===== src/rtl/wb_stage_ex_pkg.sv =====
// Shared widths, MEM->WB bus sizing and exception codes for the WB stage.
package wb_stage_ex_pkg;

  // Default field widths of the MEM->WB payload.
  localparam int WB_DATA_W  = 32;
  localparam int WB_RIDX_W  = 5;
  localparam int WB_CSR_W   = 14;
  localparam int WB_ECODE_W = 6;
  localparam int WB_CNT_W   = 64;

  // Width of the packed MEM->WB bus:
  // {gr_we, dest, result, pc, ex, ecode, ertn, csr_we, csr_num, csr_wmask, csr_wdata}
  function automatic int mem_to_wb_bus_w(input int data_w, input int ridx_w,
                                         input int csr_w, input int ecode_w);
    return 1 + ridx_w + data_w + data_w + 1 + ecode_w + 1 + 1 + csr_w + data_w + data_w;
  endfunction

  localparam int MEM_TO_WB_BUS_W =
    mem_to_wb_bus_w(WB_DATA_W, WB_RIDX_W, WB_CSR_W, WB_ECODE_W);

  // LoongArch exception codes.
  localparam logic [WB_ECODE_W-1:0] ECODE_INT = 6'h00;
  localparam logic [WB_ECODE_W-1:0] ECODE_PIL = 6'h01;
  localparam logic [WB_ECODE_W-1:0] ECODE_PIS = 6'h02;
  localparam logic [WB_ECODE_W-1:0] ECODE_PIF = 6'h03;
  localparam logic [WB_ECODE_W-1:0] ECODE_PME = 6'h04;
  localparam logic [WB_ECODE_W-1:0] ECODE_PPI = 6'h07;
  localparam logic [WB_ECODE_W-1:0] ECODE_ADE = 6'h08;
  localparam logic [WB_ECODE_W-1:0] ECODE_ALE = 6'h09;
  localparam logic [WB_ECODE_W-1:0] ECODE_SYS = 6'h0B;
  localparam logic [WB_ECODE_W-1:0] ECODE_BRK = 6'h0C;
  localparam logic [WB_ECODE_W-1:0] ECODE_INE = 6'h0D;
  localparam logic [WB_ECODE_W-1:0] ECODE_IPE = 6'h0E;
  localparam logic [WB_ECODE_W-1:0] ECODE_FPD = 6'h0F;
  localparam logic [WB_ECODE_W-1:0] ECODE_TLBR = 6'h3F;

endpackage


===== src/rtl/wb_commit_ctr.sv =====
// Retired-instruction counter: increments by one on each enabled cycle,
// wraps modulo 2^CNT_W, cleared by synchronous active-low reset.
module wb_commit_ctr #(
  parameter int CNT_W = 64
) (
  input  logic             clk,
  input  logic             resetn,
  input  logic             en_i,
  output logic [CNT_W-1:0] count_o
);

  logic [CNT_W-1:0] count_q;
  logic [CNT_W-1:0] count_d;

  // Next count: hold unless a retiring instruction enables the increment.
  always_comb begin
    // NOTE: default assignment first so no path leaves count_d unassigned (no latch).
    count_d = count_q;
    if (en_i) begin
      count_d = count_q + CNT_W'(1);
    end
  end

  // Count register with synchronous reset.
  always_ff @(posedge clk) begin
    // NOTE: sequential state uses non-blocking assignment to avoid ordering races.
    if (!resetn) begin
      count_q <= '0;
    end else begin
      count_q <= count_d;
    end
  end

  assign count_o = count_q;

endmodule


===== src/rtl/wb_stage_ex.sv =====
// Writeback stage: holds the instruction from MEM, commits it to the
// regfile/CSR unit, raises exception/ERTN flushes and counts retirements.
module wb_stage_ex
  import wb_stage_ex_pkg::*;
#(
  parameter int DATA_W  = WB_DATA_W,
  parameter int RIDX_W  = WB_RIDX_W,
  parameter int CSR_W   = WB_CSR_W,
  parameter int ECODE_W = WB_ECODE_W,
  parameter int CNT_W   = WB_CNT_W
) (
  input  logic               clk,
  input  logic               resetn,
  // MEM -> WB
  input  logic               mem_to_wb_valid,
  input  logic               mem_gr_we,
  input  logic [RIDX_W-1:0]  mem_dest,
  input  logic [DATA_W-1:0]  mem_result,
  input  logic [DATA_W-1:0]  mem_pc,
  input  logic               mem_ex,
  input  logic [ECODE_W-1:0] mem_ecode,
  input  logic               mem_ertn,
  input  logic               mem_csr_we,
  input  logic [CSR_W-1:0]   mem_csr_num,
  input  logic [DATA_W-1:0]  mem_csr_wmask,
  input  logic [DATA_W-1:0]  mem_csr_wdata,
  // CSR unit
  input  logic               ext_stall,
  input  logic [DATA_W-1:0]  csr_eentry,
  input  logic [DATA_W-1:0]  csr_era,
  // Handshake
  output logic               wb_allow_in,
  // Regfile write port
  output logic               rf_we,
  output logic [RIDX_W-1:0]  rf_waddr,
  output logic [DATA_W-1:0]  rf_wdata,
  // Hazard info to ID
  output logic               wb_valid,
  output logic               wb_gr_we,
  output logic [RIDX_W-1:0]  wb_dest,
  // CSR commit
  output logic               csr_we,
  output logic [CSR_W-1:0]   csr_num,
  output logic [DATA_W-1:0]  csr_wmask,
  output logic [DATA_W-1:0]  csr_wdata,
  // Exception / ERTN to CSR unit
  output logic               wb_ex,
  output logic [ECODE_W-1:0] wb_ecode,
  output logic [DATA_W-1:0]  wb_ex_pc,
  output logic               wb_ertn,
  // Flush / redirect
  output logic               wb_flush,
  output logic [DATA_W-1:0]  wb_flush_target,
  // Retired count
  output logic [CNT_W-1:0]   instret,
  // Debug trace
  output logic [DATA_W-1:0]  debug_wb_pc,
  output logic [3:0]         debug_wb_rf_we,
  output logic [RIDX_W-1:0]  debug_wb_rf_wnum,
  output logic [DATA_W-1:0]  debug_wb_rf_wdata
);

  localparam int BUS_W = mem_to_wb_bus_w(DATA_W, RIDX_W, CSR_W, ECODE_W);

  logic [BUS_W-1:0] mem_bus;
  logic [BUS_W-1:0] bus_q;
  logic [BUS_W-1:0] bus_d;
  logic             valid_q;
  logic             valid_d;

  // Unpacked view of the held payload.
  logic               p_gr_we;
  logic [RIDX_W-1:0]  p_dest;
  logic [DATA_W-1:0]  p_result;
  logic [DATA_W-1:0]  p_pc;
  logic               p_ex;
  logic [ECODE_W-1:0] p_ecode;
  logic               p_ertn;
  logic               p_csr_we;
  logic [CSR_W-1:0]   p_csr_num;
  logic [DATA_W-1:0]  p_csr_wmask;
  logic [DATA_W-1:0]  p_csr_wdata;

  logic ready_go;
  logic commit;
  logic ex_commit;
  logic ertn_commit;
  logic retire;

  assign mem_bus = {mem_gr_we, mem_dest, mem_result, mem_pc,
                    mem_ex, mem_ecode, mem_ertn,
                    mem_csr_we, mem_csr_num, mem_csr_wmask, mem_csr_wdata};

  assign {p_gr_we, p_dest, p_result, p_pc,
          p_ex, p_ecode, p_ertn,
          p_csr_we, p_csr_num, p_csr_wmask, p_csr_wdata} = bus_q;

  // Handshake and commit qualification. Reset blocks commit so a held
  // instruction is dropped if reset arrives while it waits.
  assign ready_go    = !ext_stall;
  assign wb_allow_in = !valid_q || ready_go;
  assign commit      = valid_q && ready_go && resetn;
  assign ex_commit   = commit && p_ex;
  assign ertn_commit = commit && !p_ex && p_ertn;
  assign retire      = commit && !p_ex;

  // Next-state for the valid bit and payload; a flush discards the
  // instruction arriving in the same cycle.
  always_comb begin
    valid_d = valid_q;
    bus_d   = bus_q;
    if (wb_allow_in) begin
      valid_d = mem_to_wb_valid && !wb_flush;
      if (mem_to_wb_valid) begin
        bus_d = mem_bus;
      end
    end
  end

  // Pipeline register with synchronous reset.
  always_ff @(posedge clk) begin
    if (!resetn) begin
      valid_q <= 1'b0;
      bus_q   <= '0;
    end else begin
      valid_q <= valid_d;
      bus_q   <= bus_d;
    end
  end

  // Commit outputs: all zero unless an instruction commits this cycle.
  always_comb begin
    rf_we           = 1'b0;
    rf_waddr        = '0;
    rf_wdata        = '0;
    csr_we          = 1'b0;
    csr_num         = '0;
    csr_wmask       = '0;
    csr_wdata       = '0;
    wb_ex           = 1'b0;
    wb_ecode        = '0;
    wb_ex_pc        = '0;
    wb_ertn         = 1'b0;
    wb_flush        = 1'b0;
    wb_flush_target = '0;
    if (ex_commit) begin
      wb_ex           = 1'b1;
      wb_ecode        = p_ecode;
      wb_ex_pc        = p_pc;
      wb_flush        = 1'b1;
      wb_flush_target = csr_eentry;
    end else if (ertn_commit) begin
      wb_ertn         = 1'b1;
      wb_flush        = 1'b1;
      wb_flush_target = csr_era;
    end else if (commit) begin
      rf_we = p_gr_we;
      if (p_gr_we) begin
        rf_waddr = p_dest;
        rf_wdata = p_result;
      end
    end
    if (retire && p_csr_we) begin
      csr_we    = 1'b1;
      csr_num   = p_csr_num;
      csr_wmask = p_csr_wmask;
      csr_wdata = p_csr_wdata;
    end
  end

  // Hazard info reflects the held instruction even while stalled.
  assign wb_valid = valid_q;
  assign wb_gr_we = valid_q && p_gr_we && !p_ex;
  assign wb_dest  = p_dest;

  // Debug trace mirrors the regfile port.
  assign debug_wb_pc       = p_pc;
  assign debug_wb_rf_we    = {4{rf_we}};
  assign debug_wb_rf_wnum  = rf_waddr;
  assign debug_wb_rf_wdata = rf_wdata;

  wb_commit_ctr #(
    .CNT_W (CNT_W)
  ) u_instret (
    .clk     (clk),
    .resetn  (resetn),
    .en_i    (retire),
    .count_o (instret)
  );

endmodule


===== config.mk =====
export PLATFORM = sky130hd
export DESIGN_NAME = wb_stage_ex
export DESIGN_NICKNAME = d
export VERILOG_FILES = /design/src/rtl/wb_stage_ex_pkg.sv /design/src/rtl/wb_commit_ctr.sv /design/src/rtl/wb_stage_ex.sv
export SDC_FILE = /design/constraint.sdc
export NUM_CORES = 1
export LEC_CHECK = 0
export CORE_AREA = 2 2 221 223
export DETAILED_ROUTE_END_ITERATION = 10
export DIE_AREA = 0 0 223 225
export PLACE_DENSITY_LB_ADDON = 0.2
export SYNTH_ARGS = -nofsm -noshare
export SYNTH_HDL_FRONTEND = slang
export SYNTH_SLANG_ARGS = --single-unit

===== constraint.sdc =====
create_clock -name clk -period 2.97 [get_ports clk]
set_input_delay 0.594 -clock clk [delete_from_list [all_inputs] [get_ports clk]]
set_output_delay 0.594 -clock clk [all_outputs]
set_load 0.01 [all_outputs]

# Yosys cells after proc, flatten, opt, wreduce, memory -nomap -nowiden
# Index checks and enable logic that the tools add are counted.
# op_classes
mux,23
n_reduce_logical,15
add_sub_neg,1
# ops
operator,n
two-way mux 32 bit,9
"adder 64 x 1 -> 64 bit, second input constant",1
two-way mux 5 bit,4
two-way mux 14 bit,1
logical AND 1 bit,9
two-way mux 1 bit,8
two-way mux 6 bit,1
logical NOT 1 bit,4
AND reduction 2 bit,1
logical OR 1 bit,1
# totals
output_inout_bits,335
reg_bits,222
word_cells,42

# Depth between registers and ports, before layout
# depth
depth_word,9
mapped_depth,8
depth_no_buf,6

# Cells and area by module
# From an unflattened synthesis, not the netlist that was laid out.
# unflattened
hier_cells,1393
hier_area_um2,11578.6
# modules_own_cells
module,instances,cells_per_inst,area_each_um2
wb_stage_ex,1,1036,8449.4
wb_commit_ctr,1,357,3129.3

# Worst setup path before layout
# No wires, ideal clock.
# synth_timing
path_type,input -> register
start,input port ext_stall
end,"register u_instret.count_q[51], in the netlist u_instret.count_o[51]"
required_ns,2.900
setup_ns,0.070
path_buffers,2
cell_stages,7
t_arrival_ns,2.602
setup_slack_ns,0.298
path_cell_list,nand4bb_1 -> or4_1 -> buf_2 -> or4_4 -> buf_6 -> or3_1 -> a21oi_1
# synth_via
elab_chain_cells,4
# synth_lines
item,line_no,text
from (decl),wb_stage_ex.sv:28,"input logic ext_stall,"
logical NOT 1 bit,wb_stage_ex.sv:100,assign ready_go = !ext_stall;
logical AND 1 bit (2 in a row),wb_stage_ex.sv:102,assign commit = valid_q && ready_go && resetn;
logical AND 1 bit,wb_stage_ex.sv:105,assign retire = commit && !p_ex;
to (signal assigned),wb_commit_ctr.sv:30,count_q <= count_d;
to (decl),wb_commit_ctr.sv:12,logic [CNT_W-1:0] count_q;
# No other way between the ends.
# A chain may end at the register's enable or synchronous reset.

# Worst setup path in the final report
# layout_timing
start,input port ext_stall
end,output port csr_num[11]
# layout_via
elab_chain_cells,6
# layout_lines
item,line_no,text
logical NOT 1 bit,wb_stage_ex.sv:100,
logical AND 1 bit (2 in a row),wb_stage_ex.sv:102,
logical AND 1 bit,wb_stage_ex.sv:105,
logical AND 1 bit,wb_stage_ex.sv:163,if (retire && p_csr_we) begin
two-way mux 14 bit,wb_stage_ex.sv:163,
to (decl),wb_stage_ex.sv:43,"output logic [CSR_W-1:0] csr_num,"
# No other way between the ends.

==> qor.txt <==
======================================================================================
Status                                                                    finished, final reports clean
Startpoint of the worst setup timing path                                    ext_stall
Post-Synthesis Net Count                                                          1595
Number of setup violations in the final report                                       0
Latest clock arrival within the worst-skew pair                                0.58 ns
Number of placed I/O pins                                                          560
Portion of the post-synthesis area used by sequential elements                  0.4248
DP Wirelength                                                                 31.87 mm
Number of nets in the finished design                                             2082
Least-Margin Pin Slew                                                         1.000 ns
Data required time at the worst endpoint                                       2.38 ns
H-tree lvl count                                                                     1
Peak fanout along the critical path                                                 10
DRC                                                                                  0
Share of cells above drive strength 1                                           0.1221
Max incr delay on CP                                                           0.31 ns
Predominant post-synthesis flop cell                                           dfxtp_1
Buffers on Ports                                                                   559
Post-Syn Instances                                                                1369
Die width                                                                       223 um
Antenna violations before repair                                                     4
Cell class contributing the biggest share of worst-path delay             buffers and inverters
Upper clock frequency limit                                                  344.2 MHz
Maximum count of clock buffers along a single path                                   3
Synthesized area per cell                                                   7.642 um^2
Global placer's final weighted congestion                                       0.8685
Number of CTS-inserted buffers                                                      28
Clock skew                                                                  0.02960 ns
First-pass GRT wire length                                                    68.88 mm
Leading cell type in the layout, fill and taps excluded                        nand2_1
Beginning of the worst hold path                                              bus_q[7]
Standard-cell rows                                                                  80
Area of the multi-input gates                                             0.005197 mm^2
Count of nets left with antenna violations after detail routing                      0
Period utilization                                                              0.9781
Clock slew at reported path FFs                                                0.06 ns
Worst Hold Class                                                               reg2reg
Register Area                                                             0.004453 mm^2
DIE AREA                                                                  0.05018 mm^2
Critical Path, Cell by Cell                                               clkdlybuf4s15_2, buf_6, nor4bb_4, buf_4, buf_12, buf_12, buf_16, and3_1, clkdlybuf4s15_1
Number of buffer and inverter instances along the worst setup path                   7
Leakage power figure                                                          7.607 nW
Synthesized area                                                          0.01046 mm^2
Clock tree from TritonCTS                                                          yes
Count of warnings emitted by yosys                                                   0
Area growth syn-to-layout                                                       69.49%
Commonest cells after routing, fill and taps aside                        347 x nand2_1, 332 x clkdlybuf4s50_1, 219 x dfxtp_1
Router iterations before antenna repair                                              4
Global-route total usage across every layer                                     0.1766
Count of final hold-check violations                                                 0
Kind of start point of the critical path                                  primary input
Worst slew margin relative to its limit                                         0.3332
Maximum number of pins on one net before global-route repair                       172
Element type at the critical path end                                     primary output
Max-slew violations                                                                  0
Number of DRC violations after detailed-routing iteration 0                        598
Startpoint of the worst register-to-register path                         u_instret.count_o[6]
Mean number of vias per cell                                                     4.539
Gr ovfl total                                                                        0
Period minus WS final                                                         2.905 ns
Critical path class                                                             in2out
EDFF count, synth                                                                    0
Average wire per cell in the routed design                                    18.76 um
Post-route setup TNS                                                              0 ns
Fraction of registers with async set or reset after synthesis                        0
Number of maximum-capacitance violations                                             0
Placeable Area                                                            0.04755 mm^2
Largest vdd supply drop                                                    0.0003716 V
Library cell contributing the largest single delay on the critical path       nor4bb_4
Total number of vias                                                             11320
Most common cell on crit path                                                   buf_12
Minimum setup slack in the final design                                     0.06498 ns
FILL cells                                                                        4899
Total Wirelength                                                              46.77 mm
Distinct cell type count after synthesis                                            43
Power density normalized to cell area                                     428.4 mW/mm^2
Root buffer cell                                                             clkbuf_16
Critical Path AT                                                               2.31 ns
Pre-CTS setup slack                                                         -0.5659 ns
Count of state elements after synthesis                                            222
Clock sinks                                                                        222
Via count of the first global-routing pass                                       11140
Effective utilization at floorplan                                              0.2201
Y dimension of the die                                                          225 um
======================================================================================
==> area by class of cell <==
class,instances,share of cell area
well taps,615,0.04339
inverters,8,0.001976
repair buffers,636,0.3569
multi-input cells,960,0.2931
flip-flops and latches,222,0.2511
clock inverters,9,0.006421
diodes,2,0.0002822
clock buffers,41,0.04678
==> report_power, final <==
group / leakage (nW) / total (mW) / switching (mW) / internal (mW)
Clock: 0.468 / 3.53 / 1.43 / 2.10
Combinational: 5.32 / 0.878 / 0.390 / 0.488
Sequential: 1.82 / 3.19 / 0.0814 / 3.11
Total: 7.61 / 7.60 / 1.90 / 5.69
==> synthesized netlist by cell type, drive strengths merged, types with 4 or more instances <==
cell	number	area [um^2]
dfxtp	222	4444
nor4	12	81.33
clkbuf	92	345.3
nor2	42	157.7
nand4	28	181.4
a22o	32	280.3
or4	12	93.84
nand3	21	105.1
o21ai	17	85.08
buf	87	630.6
nor3	11	55.05
xor2	10	87.58
and4	7	61.31
xnor2	22	192.7
and3	81	506.7
inv	8	30.03
nand2	349	1310
o31ai	4	30.03
or3	18	112.6
nand2b	7	43.79
a21oi	183	915.9
mux2i	7	70.07
and2	83	519.3
==> flip-flops by register name (all words and copies together) (netlist names) <==
| signal | flops |
|---|---|
| bus_q | 157 |
| u_instret.count_o | 64 |
| wb_valid | 1 |
==> worst register-to-register path: stages (launching register included) <==
cell and delay (ns):
dfxtp_1 0.46, nand4_1 0.27, or4_1 0.57, or4_4 0.65, or4_1 0.50, a21oi_1 0.14
==> per-layer routing <==
layer	up-vias	track usage	part of all wire
li1	5505	-	-
met1	5331	0.2252	0.44
met2	396	0.2885	0.46
met3	76	0.04941	0.071
met4	8	0.05542	0.031
met5	-	0	0.00098
==> kinds of logic after synthesis <==
logic type / after synthesis / share of synthesized area
compound gates: 238 / 0.1269
xor+xnor: 32 / 0.02679
buf+inv: 187 / 0.09615
mux: 7 / 0.006697
flops: 222 / 0.4248
fa+ha+maj: 1 / 0.001196
simple gates: 682 / 0.3175
==> through the flow <==
stage	std cells	hold slack, ns	instance area [um^2]	utilization	power, mW
after global placement	2409	0.4377	16390	0.3448	4.063
final	2493	0.4469	17730	0.3730	7.597
after CTS	2491	0.4499	17620	0.3705	7.712
after detailed placement	2409	0.4418	16390	0.3448	4.073
after global routing	2491	0.4649	17730	0.3729	7.904
after floorplan	1369	0.4317	10460	-	3.560
==> final timing paths <==
path,to,slack (ns),depth (start not counted)
max,csr_num[11],0.06,9
min,bus_q[7],0.45,2
min reg2reg,bus_q[7],0.45,2
max reg2reg,u_instret.count_o[63],0.31,5
==> repair_timing <==
action | in CTS | in global routing
hold buffers | 0 | 0
buffers inserted | 20 | 3
gates cloned | 12 | 1
pin swaps | 8 | 5
endpoints found under the setup margin | 231 | 80
resized for setup | 479 | 35
No activity file was read; power rests on OpenSTA's default activity.
